--- config.mk ---
export PLATFORM = sky130hd
export DESIGN_NAME = bsg_iterative_divider_flat
export DESIGN_NICKNAME = d
export VERILOG_FILES = /design/src/rtl/bsg_iterative_divider_if.sv /design/src/rtl/bsg_iterative_divider.sv /design/src/flat_wrapper.sv
export SDC_FILE = /design/constraint.sdc
export NUM_CORES = 1
export LEC_CHECK = 0
export CAP_MARGIN = 5
export CELL_PAD_IN_SITES_DETAIL_PLACEMENT = 1
export CELL_PAD_IN_SITES_GLOBAL_PLACEMENT = 2
export CORE_MARGIN = 2
export CORE_UTILIZATION = 30
export CTS_BUF_LIST = sky130_fd_sc_hd__clkbuf_4 sky130_fd_sc_hd__clkbuf_8
export CTS_CLUSTER_DIAMETER = 30
export DETAILED_ROUTE_END_ITERATION = 7
export HOLD_SLACK_MARGIN = 0.15
export PLACE_DENSITY_LB_ADDON = 0.12
export SLEW_MARGIN = 10
export SYNTH_ARGS = -nofsm -noshare
export SYNTH_HDL_FRONTEND = slang
export SYNTH_SLANG_ARGS = --single-unit
export TNS_END_PERCENT = 100
--- constraint.sdc ---
create_clock -name clk_i -period 3.14 [get_ports clk_i]
set_clock_uncertainty 0.15 [all_clocks]
set_input_delay 0.942 -clock clk_i [delete_from_list [all_inputs] [get_ports clk_i]]
set_output_delay 0.942 -clock clk_i [all_outputs]
set_load 0.02 [all_outputs]
--- src/rtl/bsg_iterative_divider_if.sv ---
// Request/result bundle for the iterative divider.
// Request side is valid/ready, result side is valid/yumi.
interface bsg_iterative_divider_if #(
  parameter int width_p = 8
);
  logic                   v_i;
  logic [2*width_p-1:0]   dividend_i;
  logic [width_p-1:0]     divisor_i;
  logic                   ready_o;
  logic                   v_o;
  logic [width_p-1:0]     quotient_o;
  logic [width_p-1:0]     remainder_o;
  logic                   overflow_o;
  logic                   yumi_i;

  modport master (
    output v_i,
    output dividend_i,
    output divisor_i,
    input  ready_o,
    input  v_o,
    input  quotient_o,
    input  remainder_o,
    input  overflow_o,
    output yumi_i
  );

  modport slave (
    input  v_i,
    input  dividend_i,
    input  divisor_i,
    output ready_o,
    output v_o,
    output quotient_o,
    output remainder_o,
    output overflow_o,
    input  yumi_i
  );
endinterface

--- src/rtl/bsg_iterative_divider.sv ---
// Restoring unsigned divider, 2w/w -> w quotient + w remainder.
// Define BSG_ITERATIVE_DIVIDER_RADIX4_EN for two quotient bits per cycle.
module bsg_iterative_divider #(
  parameter int width_p = 8
) (
  input  logic clk_i,
  input  logic reset_n_i,
  bsg_iterative_divider_if.slave io
);

`ifdef BSG_ITERATIVE_DIVIDER_RADIX4_EN
  localparam int STEPS_LP = width_p / 2;
  if ((width_p % 2) != 0) begin : g_odd_width
    $error("radix-4 divider needs an even width_p");
  end
`else
  localparam int STEPS_LP = width_p;
`endif
  localparam int CW_LP = $clog2(STEPS_LP + 1);

  typedef enum logic [1:0] {
    S_IDLE,
    S_BUSY,
    S_DONE
  } state_e;

  state_e r_state;
  state_e w_state_nxt;

  logic [CW_LP-1:0]   r_cnt;
  logic [width_p-1:0] r_rem;
  logic [width_p-1:0] r_dvd;
  logic [width_p-1:0] r_dvs;
  logic [width_p-1:0] r_quot;
  logic [width_p-1:0] r_remo;
  logic               r_ov;

  logic               w_ready;
  logic               w_v;
  logic               w_accept;
  logic               w_ovf;
  logic               w_last;
  logic [width_p:0]   w_t1;
  logic [width_p:0]   w_d1;
  logic [width_p-1:0] w_r1;
  logic [width_p-1:0] w_rem_nxt;
  logic [width_p-1:0] w_dvd_nxt;

  assign w_accept = io.v_i & w_ready;
  assign w_ovf    = io.dividend_i[2*width_p-1:width_p]
                    >= io.divisor_i;
  assign w_last   = (r_cnt == CW_LP'(STEPS_LP - 1));

  // One restoring step: shift in next dividend bit, trial subtract.
  // r_dvd shifts the dividend out the top and the quotient in the bottom.
  assign w_t1 = {r_rem, r_dvd[width_p-1]};
  assign w_d1 = w_t1 - {1'b0, r_dvs};
  assign w_r1 = w_d1[width_p] ? w_t1[width_p-1:0]
                              : w_d1[width_p-1:0];

`ifdef BSG_ITERATIVE_DIVIDER_RADIX4_EN
  logic [width_p:0] w_t2;
  logic [width_p:0] w_d2;

  // Second chained step in the same cycle.
  assign w_t2 = {w_r1, r_dvd[width_p-2]};
  assign w_d2 = w_t2 - {1'b0, r_dvs};
  assign w_rem_nxt = w_d2[width_p] ? w_t2[width_p-1:0]
                                   : w_d2[width_p-1:0];
  assign w_dvd_nxt = {r_dvd[width_p-3:0],
                      ~w_d1[width_p], ~w_d2[width_p]};
`else
  assign w_rem_nxt = w_r1;
  assign w_dvd_nxt = {r_dvd[width_p-2:0], ~w_d1[width_p]};
`endif

  // State register.
  always_ff @(posedge clk_i or negedge reset_n_i) begin
    if (!reset_n_i) r_state <= S_IDLE;
    else            r_state <= w_state_nxt;
  end

  // Next-state logic.
  always_comb begin
    w_state_nxt = r_state;
    unique case (r_state)
      S_IDLE: begin
        if (w_accept) w_state_nxt = w_ovf ? S_DONE : S_BUSY;
      end
      S_BUSY: begin
        if (w_last) w_state_nxt = S_DONE;
      end
      S_DONE: begin
        if (io.yumi_i) w_state_nxt = S_IDLE;
      end
      default: w_state_nxt = S_IDLE;
    endcase
  end

  // Handshake outputs decoded from the state register.
  always_comb begin
    w_ready = 1'b0;
    w_v     = 1'b0;
    unique case (r_state)
      S_IDLE:  w_ready = 1'b1;
      S_DONE:  w_v     = 1'b1;
      default: ;
    endcase
  end

  // Operand capture, iteration and result registers.
  always_ff @(posedge clk_i or negedge reset_n_i) begin
    if (!reset_n_i) begin
      r_cnt  <= '0;
      r_rem  <= '0;
      r_dvd  <= '0;
      r_dvs  <= '0;
      r_quot <= '0;
      r_remo <= '0;
      r_ov   <= 1'b0;
    end else if (w_accept) begin
      if (w_ovf) begin
        r_quot <= '1;
        r_remo <= io.dividend_i[width_p-1:0];
        r_ov   <= 1'b1;
      end else begin
        r_rem <= io.dividend_i[2*width_p-1:width_p];
        r_dvd <= io.dividend_i[width_p-1:0];
        r_dvs <= io.divisor_i;
        r_cnt <= '0;
      end
    end else if (r_state == S_BUSY) begin
      r_rem <= w_rem_nxt;
      r_dvd <= w_dvd_nxt;
      r_cnt <= r_cnt + CW_LP'(1);
      if (w_last) begin
        r_quot <= w_dvd_nxt;
        r_remo <= w_rem_nxt;
        r_ov   <= 1'b0;
      end
    end
  end

  assign io.ready_o     = w_ready;
  assign io.v_o         = w_v;
  assign io.quotient_o  = r_quot;
  assign io.remainder_o = r_remo;
  assign io.overflow_o  = r_ov;

endmodule

--- src/flat_wrapper.sv ---
// flat-port wrapper written by rule: the top's interface ports become plain ports
module bsg_iterative_divider_flat 
#(
  parameter int width_p = 8
)
  (clk_i, reset_n_i, io_v_i, io_dividend_i, io_divisor_i, io_ready_o, io_v_o, io_quotient_o, io_remainder_o, io_overflow_o, io_yumi_i);
  bsg_iterative_divider_if #(.width_p(width_p)) io_i ();
  input  logic clk_i;
  input  logic reset_n_i;
  input wire logic [$bits(io_i.v_i)-1:0] io_v_i;
  input wire logic [$bits(io_i.dividend_i)-1:0] io_dividend_i;
  input wire logic [$bits(io_i.divisor_i)-1:0] io_divisor_i;
  output wire logic [$bits(io_i.ready_o)-1:0] io_ready_o;
  output wire logic [$bits(io_i.v_o)-1:0] io_v_o;
  output wire logic [$bits(io_i.quotient_o)-1:0] io_quotient_o;
  output wire logic [$bits(io_i.remainder_o)-1:0] io_remainder_o;
  output wire logic [$bits(io_i.overflow_o)-1:0] io_overflow_o;
  input wire logic [$bits(io_i.yumi_i)-1:0] io_yumi_i;
  assign io_i.v_i = io_v_i;
  assign io_i.dividend_i = io_dividend_i;
  assign io_i.divisor_i = io_divisor_i;
  assign io_ready_o = io_i.ready_o;
  assign io_v_o = io_i.v_o;
  assign io_quotient_o = io_i.quotient_o;
  assign io_remainder_o = io_i.remainder_o;
  assign io_overflow_o = io_i.overflow_o;
  assign io_i.yumi_i = io_yumi_i;
  bsg_iterative_divider #(.width_p(width_p)) u_core (.clk_i(clk_i), .reset_n_i(reset_n_i), .io(io_i));
endmodule
==> results of run 1 <==
-- area by class of cell --
type                            instances  area [µm²]
Clock buffer                            5        68.8
Sequential cell                        47        1180
Timing Repair Buffer                   85         818
Multi-Input combinational cell        187        1360
Tap cell                              108         135
Inverter                               21        78.8
Clock inverter                          3        46.3
Fill cell                             992        4910
-- cells in the final DEF (no fill, tap or decap), types with 4 or more instances in the layout --
cell / count
dfrtp_1: 47
a21o_1: 11
nor2_1: 14
a22o_1: 8
a22oi_1: 7
inv_1: 20
ha_1: 16
o21ai_1: 9
o21ai_0: 12
clkbuf_8: 5
nand2_1: 38
clkdlybuf4s50_1: 41
o22a_1: 12
a21oi_1: 13
dlymetal6s2s_1: 4
a31oi_1: 5
buf_4: 32
-- power by group --
| part | switching [mW] | internal [mW] |
|---|---|---|
| clock network | 0.237 | 0.241 |
| registers | 0.188 | 0.890 |
| logic | 1.36 | 1.19 |
-- final timing paths --
check	endpoint	depth (start not counted)	startpoint
worst max-delay path	u_core.r_rem[4]	9	io_divisor_i[1]
max in group asynchronous	u_core.r_rem[5]	2	reset_n_i
worst min-delay path	u_core.io.quotient_o[7]	1	u_core.io.quotient_o[7]
worst min register to register	u_core.io.quotient_o[7]	1	u_core.io.quotient_o[7]
worst max register to register	u_core.io.remainder_o[6]	11	u_core.r_dvd[7]
min in group asynchronous	u_core.io.quotient_o[7]	2	reset_n_i
-- logic make-up after synthesis --
family	count (synthesis)	synth area share
XOR/XNOR	4	0.0134
AND/OR/NAND/NOR	65	0.107
AO/OA/AOI/OAI	97	0.276
adder cells (fa/ha/maj)	18	0.0887
multiplexers	3	0.0148
buffers and inverters	31	0.0525
flip-flops	47	0.448
-- timing repair --
item                       4_1_cts  5_1_grt
setup endpoints to repair        4       23
gates cloned                     0        3
pin swaps                        1        6
resized for setup                2       17
-- stage by stage --
| stage | instance area, µm² | setup WS, ns |
|---|---|---|
| 3_3_place_gp | 3440 | -0.326 |
| 2_1_floorplan | 2620 | 0.321 |
| 3_5_place_dp | 3440 | -0.380 |
| 6_report | 3680 | 0.0828 |
| 4_1_cts | 3570 | 0.0188 |
| 5_1_grt | 3680 | 0.00568 |
-- registers in the layout, summed over array words and instances (netlist names) --
register and cells:
u_core.io.quotient_o 8, u_core.io.remainder_o 8, u_core.r_dvd 8, u_core.r_dvs 8
u_core.r_rem 8, u_core.r_cnt 4, u_core.r_state 2, u_core.io.overflow_o 1
-- metal layers --
metal | vias up | part of all wire | global-route usage
li1 | 1111 | - | -
met1 | 1145 | 0.47 | 0.219
met2 | 34 | 0.50 | 0.284
met3 | 6 | 0.019 | 0.0216
met4 | 0 | 0.0088 | 0.0256
met5 | - | 0 | 0
==> impl_results.md, run 1 <==
- Clock-pin slew on the worst setup and hold paths: 0.10 ns
- Root buf cell: clkbuf_8
- Ant. Diodes: 0
- Routability cong.: 0.811
- Crit-path cells: clkdlybuf4s50_1, inv_2, ha_4, a2111oi_4, o31a_1, a41oi_4, buf_6, a22o_1, a21o_1
- Hold Path Class: reg -> reg
- Port Buffers: 46
- DR pass1 iterations: 5
- Vias per cell: 5.04
- Synth area leader: dfrtp_1
- Die Footprint: 9510 µm²
- Worst-Margin Slew: 0.652 ns
- Post-route clock period utilization: 0.974
- Lkg Pwr: 1.68 nW
- Final min period: 3.06 ns
- Warnings, synthesis: 0
- Finished Layout Cells: 456
- Post-route ant nets: 0
- TritonCTS clock tree: built
- CTS Buffer Depth: 2
- Clk_lat worst skew: 0.31 ns
- Most frequent cell after synthesis: dfrtp_1
- Max Slew Vio Count: 0
- Die Y: 97.5 µm
- Routed wire length: 7.92 mm
- # IOs: 47
- Status: complete, no violations
- Peak supply drop: 385 µV
- Ys flop type: dfrtp_1
- Final hold viol count: 0
- Final hold slack: 0.352 ns
- Pin count of the biggest net entering global routing: 48
- Post-synth top area share: 0.448
- P per Cell Area: 1110 nW/µm²
- Final-stage net count: 393
- EDFF count, synth: 0
- RSZ-0062 raised after global routing: no
- Final setup violation count: 0
- CP bufs+invs: 3
- Initial core utilization: 0.305
- Max Freq: 327 MHz
- Nature of the critical path startpoint: input port
- Flops & latches, synth: 47
- R2r setup slk: 0.23 ns
- Via count: 2296
- Worst Setup End Kind: register
- Fraction of layout cells with a size suffix above 1: 0.187
- GRT Util Overall: 0.162
- Total gr overflow: 0
- Util after Layout: 0.428
- Core area: 8590 µm²
- Distinct cells, synth: 47
- Synth Cell Area: 2620 µm²
- Sequential area share after synthesis: 0.448
- H-Tree Depth: 2
- First-pass GRT wire length: 12.5 mm
- Slowest CP cell: clkdlybuf4s50_1
- Top cells by area, synth: dfrtp_1, ha_1, nand2_1
- CP max FO: 7
- DRC: 0
- Crit path kind: in -> reg
- FP Rows: 34
- Detailed Place HPWL: 5.68 mm
- WP data arrival: 3.12 ns
- Placed insts: 445
- CTS sink cnt: 47
- Pwr Total: 4.10 mW
- Syn_nets: 311
- Post-synth ARST share: 1.00
- Initial DRC count: 49
- CTS Buf Count: 5
- Area growth, synth to finish: 40.2%
- CP peak stage delay: 0.49 ns
- Synthesized instance count: 265
- Max Cap Violations: 0
- Hold buffers post-CTS: 0
- Initial antenna violation count: 0
- Wire length per cell: 17.4 µm
- Number of global-route vias before repair: 2361
- Top post-synthesis cells by count: dfrtp_1, nand2_1, inv_1
- Post-CTS Setup Bufs: 0
- Setup TNS Final: 0 ns
- Die Span X: 97.5 µm
- Top cell family by delay on the critical path: compound AO/OA/AOI/OAI gates
- CP Data Required Time: 3.20 ns
- Relative slew slack: 0.565
- Mapped Avg Cell Area: 9.90 µm²
Power figures use the tool's default switching activity.
==> run 2, diff against run 1 <==
--- a/config.mk
+++ b/config.mk
@@ -10,7 +10,7 @@
 export CELL_PAD_IN_SITES_GLOBAL_PLACEMENT = 2
 export CORE_MARGIN = 2
 export CORE_UTILIZATION = 30
-export CTS_BUF_LIST = sky130_fd_sc_hd__clkbuf_4 sky130_fd_sc_hd__clkbuf_8
+export CTS_BUF_LIST = sky130_fd_sc_hd__clkbuf_4 sky130_fd_sc_hd__clkbuf_8 sky130_fd_sc_hd__clkbuf_16
 export CTS_CLUSTER_DIAMETER = 30
 export DETAILED_ROUTE_END_ITERATION = 7
 export HOLD_SLACK_MARGIN = 0.15
==> results of run 2 <==
No change in the layout: final DEF, timing and power equal those of run 1.
